File: src/rtl/mem_arb_pkg.sv
// Shared types and constants for the fetch/data memory arbiter.
package mem_arb_pkg;

  localparam int STATS_W = 16;

  typedef enum logic [1:0] {
    OWN_NONE = 2'd0,
    OWN_IF   = 2'd1,
    OWN_D    = 2'd2
  } owner_t;

  typedef enum logic {
    DATA_PRI    = 1'b0,
    FETCH_FORCE = 1'b1
  } arb_state_t;

endpackage

File: src/rtl/sat_counter.sv
// Saturating up-counter with synchronous clear; used for fetch starvation
// tracking and for the optional grant/conflict statistics.
module sat_counter #(
  parameter int WIDTH = 4,
  parameter int LIMIT = 15
) (
  input  logic             clk,
  input  logic             reset_n,
  input  logic             clear,
  input  logic             inc,
  output logic [WIDTH-1:0] count
);

  localparam logic [WIDTH-1:0] MAX = WIDTH'(LIMIT);

  always_ff @(posedge clk or negedge reset_n) begin
    if (!reset_n) begin
      count <= '0;
    end else if (clear) begin
      count <= '0;
    end else if (inc && (count < MAX)) begin
      count <= count + 1'b1;
    end
  end

endmodule

File: src/rtl/mem_arbiter.sv
// Two-port (fetch/data) single-memory arbiter: data wins conflicts until fetch
// starves, then fetch is forced once. Define MEM_ARBITER_STATS_EN for counters.
module mem_arbiter
  import mem_arb_pkg::*;
#(
  parameter int ADDR_WIDTH   = 10,
  parameter int DATA_WIDTH   = 32,
  parameter int STARVE_LIMIT = 4
) (
  input  logic                  clk,
  input  logic                  reset_n,
  input  logic                  if_req_valid,
  input  logic [ADDR_WIDTH-1:0] if_addr,
  output logic                  if_req_ready,
  output logic                  if_rsp_valid,
  output logic [DATA_WIDTH-1:0] if_rsp_data,
  input  logic                  d_req_valid,
  input  logic                  d_we,
  input  logic [ADDR_WIDTH-1:0] d_addr,
  input  logic [DATA_WIDTH-1:0] d_wdata,
  output logic                  d_req_ready,
  output logic                  d_rsp_valid,
  output logic [DATA_WIDTH-1:0] d_rsp_data,
  output logic                  mem_we,
  output logic [ADDR_WIDTH-1:0] mem_addr,
  output logic [DATA_WIDTH-1:0] mem_wdata,
  input  logic [DATA_WIDTH-1:0] mem_rdata
`ifdef MEM_ARBITER_STATS_EN
  ,
  output logic [STATS_W-1:0]    stat_if_grants,
  output logic [STATS_W-1:0]    stat_d_grants,
  output logic [STATS_W-1:0]    stat_conflicts
`endif
);

  localparam int STARVE_W = (STARVE_LIMIT < 2) ? 1 : $clog2(STARVE_LIMIT + 1);

  arb_state_t          state;
  arb_state_t          next_state;
  owner_t              rsp_owner;
  logic                rsp_write;
  logic [STARVE_W-1:0] starve_cnt;
  logic                fetch_wins;
  logic                starve_hit;

  // A limit of zero pins fetch priority permanently, independent of the FSM.
  assign fetch_wins = (state == FETCH_FORCE) || (STARVE_LIMIT == 0);

  // Looks at the post-increment count so the forced grant lands on the very
  // next conflict cycle rather than one cycle late.
  assign starve_hit = if_req_valid && !if_req_ready &&
                      ((int'(starve_cnt) + 1) >= STARVE_LIMIT);

  sat_counter #(
    .WIDTH (STARVE_W),
    .LIMIT (STARVE_LIMIT)
  ) u_starve (
    .clk     (clk),
    .reset_n (reset_n),
    .clear   (!if_req_valid || if_req_ready),
    .inc     (if_req_valid && !if_req_ready),
    .count   (starve_cnt)
  );

  always_ff @(posedge clk or negedge reset_n) begin
    if (!reset_n) begin
      state <= DATA_PRI;
    end else begin
      state <= next_state;
    end
  end

  always_comb begin
    next_state = state;
    case (state)
      DATA_PRI:    if (starve_hit) next_state = FETCH_FORCE;
      FETCH_FORCE: if (if_req_ready || !if_req_valid) next_state = DATA_PRI;
      default:     next_state = DATA_PRI;
    endcase
  end

  // Grants are gated by reset_n so the memory port is quiet while in reset.
  always_comb begin
    if_req_ready = 1'b0;
    d_req_ready  = 1'b0;
    mem_we       = 1'b0;
    mem_addr     = '0;
    mem_wdata    = '0;
    if (reset_n) begin
      if (if_req_valid && d_req_valid) begin
        if (fetch_wins) if_req_ready = 1'b1;
        else            d_req_ready  = 1'b1;
      end else begin
        if_req_ready = if_req_valid;
        d_req_ready  = d_req_valid;
      end
    end
    if (if_req_ready) begin
      mem_addr = if_addr;
    end else if (d_req_ready) begin
      mem_we    = d_we;
      mem_addr  = d_addr;
      mem_wdata = d_wdata;
    end
  end

  always_ff @(posedge clk or negedge reset_n) begin
    if (!reset_n) begin
      rsp_owner <= OWN_NONE;
      rsp_write <= 1'b0;
    end else begin
      rsp_owner <= if_req_ready ? OWN_IF : (d_req_ready ? OWN_D : OWN_NONE);
      rsp_write <= d_req_ready && d_we;
    end
  end

  assign if_rsp_valid = (rsp_owner == OWN_IF);
  assign if_rsp_data  = if_rsp_valid ? mem_rdata : '0;
  assign d_rsp_valid  = (rsp_owner == OWN_D);
  assign d_rsp_data   = (d_rsp_valid && !rsp_write) ? mem_rdata : '0;

`ifdef MEM_ARBITER_STATS_EN
  sat_counter #(
    .WIDTH (STATS_W),
    .LIMIT ((1 << STATS_W) - 1)
  ) u_stat_if (
    .clk     (clk),
    .reset_n (reset_n),
    .clear   (1'b0),
    .inc     (if_req_ready),
    .count   (stat_if_grants)
  );

  sat_counter #(
    .WIDTH (STATS_W),
    .LIMIT ((1 << STATS_W) - 1)
  ) u_stat_d (
    .clk     (clk),
    .reset_n (reset_n),
    .clear   (1'b0),
    .inc     (d_req_ready),
    .count   (stat_d_grants)
  );

  sat_counter #(
    .WIDTH (STATS_W),
    .LIMIT ((1 << STATS_W) - 1)
  ) u_stat_conf (
    .clk     (clk),
    .reset_n (reset_n),
    .clear   (1'b0),
    .inc     (if_req_valid && d_req_valid),
    .count   (stat_conflicts)
  );
`endif

endmodule
File: config.mk
export PLATFORM = sky130hd
export DESIGN_NAME = mem_arbiter
export DESIGN_NICKNAME = d
export VERILOG_FILES = /design/src/rtl/mem_arb_pkg.sv /design/src/rtl/sat_counter.sv /design/src/rtl/mem_arbiter.sv
export SDC_FILE = /design/constraint.sdc
export NUM_CORES = 1
export LEC_CHECK = 0
export ABC_AREA = 1
export BUFFER_PORTS_ARGS = -buffer_cell sky130_fd_sc_hd__buf_2
export CAP_MARGIN = 25
export CORE_AREA = 2 2 77 79
export DETAILED_ROUTE_END_ITERATION = 16
export DIE_AREA = 0 0 79 81
export PLACE_DENSITY = 0.66
export SLEW_MARGIN = 20
export SYNTH_ARGS = -nofsm -noshare
export SYNTH_HDL_FRONTEND = slang
export SYNTH_HIERARCHICAL = 1
export SYNTH_SLANG_ARGS = --single-unit
File: constraint.sdc
create_clock -name clk -period 1.3 [get_ports clk]
set_input_delay 0.39 -clock clk [delete_from_list [all_inputs] [get_ports clk]]
set_output_delay 0.39 -clock clk [all_outputs]
set_load 0.02 [all_outputs]
Word-level counts from Yosys, hierarchy flattened
Cells that the tools add are included.
{"block": "totals", "regBits": 7, "in_bits": 89, "out_inout_bits": 111, "elab_cells": 43}
{"block": "classes", "add_sub_neg": 2, "magnitude_cmp": 2, "eq_ne": 2, "mux": 21, "bitwise_logic": 1, "reduce_logical": 11}
{"cell": "$mux 32", "n": 4}
{"cell": "$mux 10", "n": 2}
{"cell": "$mux 1", "n": 10}
{"cell": "$logic_and 1x1->1", "n": 6}
{"cell": "$mux 3", "n": 2}
{"cell": "$add 3x1->4 const B", "n": 1}
{"cell": "$ge 4x3->1 const B", "n": 1}
{"cell": "$mux 2", "n": 2}
{"cell": "$add 3x1->3 const B", "n": 1}
{"cell": "$logic_not 1->1", "n": 3}
{"cell": "$lt 3x3->1 const B", "n": 1}
{"cell": "$eq 2x1->1 const B", "n": 1}
{"cell": "$eq 2x2->1 const B", "n": 1}
{"cell": "$pmux 1 s2", "n": 1}
{"cell": "$reduce_bool 2->1", "n": 1}
{"cell": "$logic_or 1x1->1", "n": 1}
{"cell": "$not 1->1", "n": 1}

Longest topological paths before layout
Gate-level depths: netlist of the first run.
{"block": "logic_depth", "word_depth": 8, "mapped_depth": 8, "ltp_nobuf": 8}

Modules after synthesis
Netlist of the first run, hierarchy kept.
{"mod": "mem_arbiter", "instances": 1, "cells_each": 235, "area_per_inst_um2": 1083.5, "seq_area_each_um2": 100.1}
{"mod": "sat_counter", "instances": 1, "cells_each": 16, "area_per_inst_um2": 143.9, "seq_area_each_um2": 75.1}

Least setup slack after synthesis of the first run
No wires, ideal clock.
{"block": "synth_timing", "path_type": "register to output", "startpoint": "reg rsp_owner[0]", "endpoint": "out d_rsp_data[1]", "t_arrival_ns": 1.143, "path_slack_ns": -0.233, "path_stages_with_launch": 5, "n_path_buf": 1, "path_cell_list": "dfrtp_1 -> nor2_4 -> nand2_2 -> buf_6 -> nor2_1"}
{"block": "synth_between", "elab_chain_len": 3}
{"element": "from (decl)", "line": "mem_arbiter.sv:40", "source": "owner_t rsp_owner;"}
{"element": "from (signal assigned)", "line": "mem_arbiter.sv:112", "source": "rsp_owner <= if_req_ready ? OWN_IF : (d_req_ready ? OWN_D : OWN_NONE);"}
{"element": "$eq 2x2->1", "line": "mem_arbiter.sv:119", "source": "assign d_rsp_valid = (rsp_owner == OWN_D);"}
{"element": "via d_rsp_valid", "line": "mem_arbiter.sv:22", "source": "output logic d_rsp_valid,"}
{"element": "$logic_and 1x1->1", "line": "mem_arbiter.sv:120", "source": "assign d_rsp_data = (d_rsp_valid && !rsp_write) ? mem_rdata : '0;"}
{"element": "$mux 32", "line": "mem_arbiter.sv:120"}
{"element": "to (decl)", "line": "mem_arbiter.sv:23", "source": "output logic [DATA_WIDTH-1:0] d_rsp_data,"}
The timed path passes the listed nets, and every way through them passes these cells.

Worst setup path after layout of the first run
{"block": "layout_timing", "startpoint": "reg state, in the netlist fetch_wins", "endpoint": "out mem_wdata[12]"}
{"block": "layout_between", "elab_chain_len": 5, "elab_cells_between_ends": 8, "cone_classes": "mux (8)"}
{"element": "from (decl)", "line": "mem_arbiter.sv:38", "source": "arb_state_t state;"}
{"element": "from (signal assigned)", "line": "mem_arbiter.sv:69", "source": "state <= next_state;"}
{"element": "$mux 1", "line": "mem_arbiter.sv:91", "source": "if (fetch_wins) if_req_ready = 1'b1;"}
{"element": "$mux 1", "line": "mem_arbiter.sv:90", "source": "if (if_req_valid && d_req_valid) begin"}
{"element": "$mux 1", "line": "mem_arbiter.sv:89", "source": "if (reset_n) begin"}
{"element": "$mux 32", "line": "mem_arbiter.sv:100", "source": "end else if (d_req_ready) begin"}
{"element": "$mux 32 *", "line": "mem_arbiter.sv:98", "source": "if (if_req_ready) begin"}
{"element": "to (decl)", "line": "mem_arbiter.sv:26", "source": "output logic [DATA_WIDTH-1:0] mem_wdata,"}
Mark *: on every way between the ends. The rest lies on a longest branch, timed or not.

==> flow_summary_export.csv, run 1 <==
group,metric,value,unit
synthesis,synth-seq-cells,7,
sta,post-route-period-util,131.5,%
synthesis,ys_warn_count,6,
drt,ant_nets,0,
clock_tree,clk_pin_slew,0.04,ns
sta,fmax,0.5848,GHz
die,die_h,81,um
power,p_comb_share,69.9,%
die,die_area,6399,sq um
sta,worst_pin_slew,0.1929,ns
synthesis,synth_area_leaders,"nor2_1 28%, inv_1 24%, dfrtp_1 14%",
sta,slew_viol_final,0,
outcome,violations,"setup timing",
synthesis,synth_top_cells_by_count,"93 x nor2_1, 77 x inv_1, 23 x nand2_1, 22 x nand3_1, 8 x nor2_2",
place,portBuffers,199,
clock_tree,htree_levels,1,
die,initial_core_util,21.63,%
setup_path,timing.rr.end,"u_starve/count[0]",
die,ioPinCount,200,
clock_tree,cts-root-buf,"clkbuf_8",
place,dp.cells,531,
setup_path,path_max_fanout,8,
setup_path,r2r_start,"fetch_wins",
synthesis,synth_top_area_share,28.44,%
setup_path,r2r_cells,8,
layout,antenna_cells,0,
place,place_congestion,0.7587,
grt,grt_max_degree,17,
synthesis,async_flop_share,100.0,%
power,p_int,1.026,mW
layout,final_nets,565,
setup_path,cp-start-kind,"flop",
synthesis,synth_area,1227,sq um
synthesis,synth_edf_count,0,
power,ir_drop,0.2990,mV
synthesis,yosysTopAreaCell,"nor2_1",
power,finalPower,1.798,mW
sta,finClkSkew,0.001479,ns
setup_path,r2r_slack,0.12,ns
layout,drive_above_1_share,75.11,%
place,dp_hpwl,4747,um
synthesis,netlist_instances,251,
sta,setup_ws,-0.4099,ns
clock_tree,numCtsBuffers,3,
power,switchingPower,0.7725,mW
power,cellLeakagePower,2.198,nW
drt,firstDrtPassIters,4,
power,p_seq_share,13.2,%
grt,grt_pass1_wl,9370,um
setup_path,end_kind,"output port",
grt,grt_pass1_vias,2130,
setup_path,crit_type,"reg2out",
synthesis,synth-main-ff-cell,"dfrtp_1",
clock_tree,cts.sinks,7,
layout,area_growth,231.9,%
synthesis,ys_seq_area_share,14.27,%
synthesis,ys_types,16,
grt,track_usage,18.00,%
drt,drt-vias-per-instance,4.271,
synthesis,syn_area_per_cell,4.890,sq um
drt,wl_per_cell,13.70,um
power,p_sw_share,42.96,%
grt,grt_remaining_overflow,0,
die,row_count,28,
clock_tree,clock_tree.buffer_depth,2,
die,die_x,79,um
sta,rsz0062_at_grt,"true",
clock_tree,clock_latency,0.22,ns
power,clock_power_share,16.9,%
synthesis,yosysMostFrequentCell,"nor2_1",
sta,slew-limit-headroom,87.13,%
sta,period_minus_slack,1.710,ns
clock_tree,hold_buffers,0,
sta,hold_viol,0,
layout,fin_cells,549,
clock_tree,cts_tree,"done",
drt,num_vias,2345,
die,core,5675,sq um
drt,wirelength,7524,um
flow_run,drv_cap,0,
power,powerDensity,441.4,nW/um^2
min_path,min_path_type,"in2async",
setup_path,cp.required,0.91,ns
outcome,status,"finished, violations left",
drt,drt_iter0_markers,38,
sta,setup_viol,111,
grt,antenna_found_initial,0,
drt,drcViolationCount,0,
synthesis,syn_nets,341,
setup_path,arrival,1.32,ns
placed cells by master, fill, tap and decap left out, drive strengths merged:
cell type  Yosys  layout
buf           13     228
nor2         102     102
inv           78      78
nand2         25      25
nand3         22      22
clkbuf         0       8
dfrtp          7       7
a21oi          2       2
nand4          1       1
ha             1       1
worst max path at each step:
stage / depth (start not counted) / end / slack (ns) / from
after detailed placement: 7 / mem_addr[7] / -0.28 / d_req_valid
final: 5 / mem_wdata[12] / -0.41 / fetch_wins
after floorplan: 4 / d_rsp_data[11] / -0.09 / rsp_owner[0]
after CTS: 5 / if_rsp_data[8] / -0.40 / rsp_owner[0]
after global placement: 7 / mem_wdata[17] / -0.27 / reset_n
after global routing: 6 / d_rsp_data[29] / -0.45 / rsp_owner[1]
power by group through the flow:
stage | logic [mW] | clock network [mW] | registers (mW)
detailed placement | 0.950 | 0 | 0.240
finish | 1.26 | 0.304 | 0.238
global placement | 0.938 | 0 | 0.239
CTS | 1.16 | 0.315 | 0.237
global route | 1.33 | 0.330 | 0.239
floorplan | 0.598 | 0 | 0.238
registers in the layout (all words and copies together), names as in the netlist:
name,count
u_starve/count,3
fetch_wins,1
rsp_write,1
rsp_owner,2
metrics by stage:
step	instance area [sq um]	worst slack (ns)	hold WS, ns	utilization [%]	TNS (ns)
6_report	4074	-0.4099	0.1156	71.78	-39.91
5_1_grt	4074	-0.4453	0.1279	71.78	-45.26
4_1_cts	3807	-0.4005	0.1161	67.09	-38.90
3_5_place_dp	3090	-0.2759	0.3565	54.45	-19.41
3_3_place_gp	3090	-0.2656	0.3537	54.45	-18.59
2_1_floorplan	1858	-0.09215	0.09441	-	-3.937
cell type report:
class	count	area, sq um
Sequential cell	7	176.4
Fill cell	407	1602
Timing Repair Buffer	232	2083
Tap cell	75	93.84
Inverter	78	295.3
Clock buffer	4	45.04
Multi-Input combinational cell	153	1380
metal layers:
metal / part of all wire [%] / track usage (%) / wire length (um) / up-vias
met5: 0 / 0 / 0 / -
met4: 1.3 / 6.034 / 100 / 0
met3: 8.9 / 5.000 / 673 / 11
met2: 57 / 35.76 / 4296 / 129
met1: 33 / 17.88 / 2453 / 1060
li1: - / - / - / 1145
cells by family after synthesis:
group / count (synthesis) / synth area share (%)
compound gates: 2 / 1.121
simple gates: 150 / 51.38
buf+inv: 91 / 32.21
fa+ha+maj: 1 / 1.019
flops: 7 / 14.27
what timing repair did:
action,CTS,global route
gates resized for setup,181,49
endpoints found under the setup margin,111,112
gates cloned,4,4
pin swaps,2,8
buffers inserted,5,2
worst max-delay path, stage by stage (launching register included):
cell	delay, ns
dfrtp_2	0.44
nand2_4	0.14
nand2_8	0.13
clkbuf_16	0.19
nor2_4	0.08
buf_6	0.12
No activity file was read; power rests on OpenSTA's default activity.
==> run 2, diff against run 1 <==
- BUFFER_PORTS_ARGS: -buffer_cell sky130_fd_sc_hd__buf_2 -> -buffer_cell sky130_fd_sc_hd__buf_4
- CELL_PAD_IN_SITES_DETAIL_PLACEMENT: unset -> 1
- CELL_PAD_IN_SITES_GLOBAL_PLACEMENT: unset -> 2
- CORE_AREA: 2 2 77 79 -> unset
- CORE_UTILIZATION: unset -> 10
- DIE_AREA: 0 0 79 81 -> unset
- PLACE_DENSITY: 0.66 -> unset
- PLACE_DENSITY_LB_ADDON: unset -> 0.1
==> flow_summary_export.csv, run 2 (synthesized netlist as in run 1, its figures left out) <==
group,metric,value,unit
sta,setup_viol,112,
clock_tree,clock_tree.buffer_depth,2,
sta,slew-limit-headroom,87.22,%
power,powerDensity,455.3,nW/um^2
grt,grt_remaining_overflow,0,
drt,drt-vias-per-instance,3.718,
flow_run,drv_cap,0,
sta,worst_pin_slew,0.1917,ns
layout,seq_area,175.2,sq um
setup_path,cp.required,0.91,ns
clock_tree,cts.sinks,7,
die,ioPinCount,200,
sta,fmax,0.5860,GHz
die,die_x,112.8,um
place,dp_hpwl,5810,um
clock_tree,clock_latency,0.23,ns
die,die_h,112.8,um
clock_tree,cts_tree,"done",
layout,drive_above_1_share,75.47,%
drt,drcViolationCount,0,
die,initial_core_util,10.22,%
drt,ant_nets,0,
die,row_count,40,
power,ir_drop,0.3419,mV
power,p_int,1.326,mW
clock_tree,hold_buffers,0,
power,p_comb_share,64.3,%
power,switchingPower,0.8171,mW
sta,rsz0062_at_grt,"true",
die,die_area,12720,sq um
layout,final_cell_mix,"119 x buf_6, 100 x buf_4, 98 x nor2_4",
die,core,12010,sq um
grt,antenna_found_initial,0,
drt,firstDrtPassIters,4,
drt,drt_iter0_markers,34,
sta,slew_viol_final,0,
layout,final_common_cell,"buf_6",
setup_path,crit_type,"reg2out",
clock_tree,numCtsBuffers,3,
grt,grt_pass1_wl,11210,um
place,place_congestion,0.6885,
setup_path,end_kind,"output port",
sta,setup_ws,-0.4065,ns
power,p_seq_share,11.2,%
setup_path,arrival,1.32,ns
sta,finClkSkew,0.002504,ns
layout,area_growth,283.6,%
sta,post-route-period-util,131.3,%
setup_path,path_max_fanout,7,
power,p_sw_share,38.12,%
outcome,violations,"setup timing",
drt,num_vias,2335,
clock_tree,clk_pin_slew,0.04,ns
clock_tree,htree_levels,1,
sta,hold_viol,0,
setup_path,cp-start-kind,"flop",
power,clock_power_share,24.5,%
sta,whs,0.07863,ns
place,portBuffers,199,
clock_tree,cts-root-buf,"clkbuf_16",
layout,largest_reg_flops,3,
sta,period_minus_slack,1.707,ns
layout,antenna_cells,0,
drt,wl_per_cell,12.11,um
layout,regMostFlops,"u_starve/count",
grt,grt_pass1_vias,2381,
layout,largest_registers,"u_starve/count x3, rsp_owner x2",
min_path,min_path_type,"in2async",
layout,fillers,1413,
layout,final_nets,572,
grt,grt_max_degree,25,
place,place_ws,-0.2853,ns
layout,fin_util,39.20,%
drt,wirelength,7603,um
outcome,status,"finished, violations left",
layout,multiInputGateArea,1499,sq um
grt,track_usage,10.78,%
power,cellLeakagePower,2.370,nW
[run 2: cell types whose count changed in the layout (fill, tap and decap cells not counted), sizes merged]
| cell | delta |
|---|---|
| nand2 | +2 |
| clkbuf | -1 |
| buf | +6 |
[run 2: area by class of cell]
type | instances | area share [%]
well taps | 147 | 3.906
flip-flops and latches | 7 | 3.720
clock buffers | 4 | 1.674
inverters | 78 | 6.431
multi-input cells | 155 | 31.84
repair buffers | 237 | 52.43
[run 2: metrics by stage]
step	cells	power (mW)	TNS (ns)	area, sq um
floorplan	251	0.8352	-3.937	1858
global placement	608	1.360	-23.35	3704
detailed placement	608	1.370	-22.93	3704
CTS	621	2.048	-40.99	4252
global route	628	2.257	-45.51	4708
finish	628	2.144	-39.54	4708
[run 2: worst max-delay path, stage by stage, from the launching register on]
cell	delay, ns
dfrtp_1	0.40
nor2_4	0.18
nand2_8	0.12
buf_12	0.18
nor2_4	0.09
buf_6	0.12
[run 2: routing by layer]
layer,GRT usage (%),part of all wire (%)
met3,2.678,7.6
met2,21.60,57
met4,1.067,0.11
met5,0,0
met1,11.58,36
[run 2: path summary, 6_finish.rpt]
path                                   start                end  slack, ns  cells after the start
setup / recovery                rsp_owner[0]     d_rsp_data[10]      -0.41                      5
hold / removal                       reset_n       rsp_owner[0]       0.08                      2
setup reg to reg                  fetch_wins  u_starve/count[0]      -0.02                     10
hold reg to reg            u_starve/count[1]  u_starve/count[1]       0.53                      2
max in group asynchronous            reset_n  u_starve/count[1]       1.09                      2
min in group clk                        d_we          rsp_write       0.45                      3
[run 2: repair_timing]
action	4_1_cts	5_1_grt
cloned	3	4
setup buffers	6	4
resized for setup	104	84
pin swaps	3	12
endpoints found under the setup margin	115	112
[run 2: power by group through the flow]
stage / sequential, mW / clock, mW / combinational, mW
floorplan: 0.238 / 0 / 0.598
global placement: 0.240 / 0 / 1.12
detailed placement: 0.240 / 0 / 1.13
CTS: 0.238 / 0.539 / 1.27
global route: 0.240 / 0.553 / 1.46
finish: 0.239 / 0.526 / 1.38
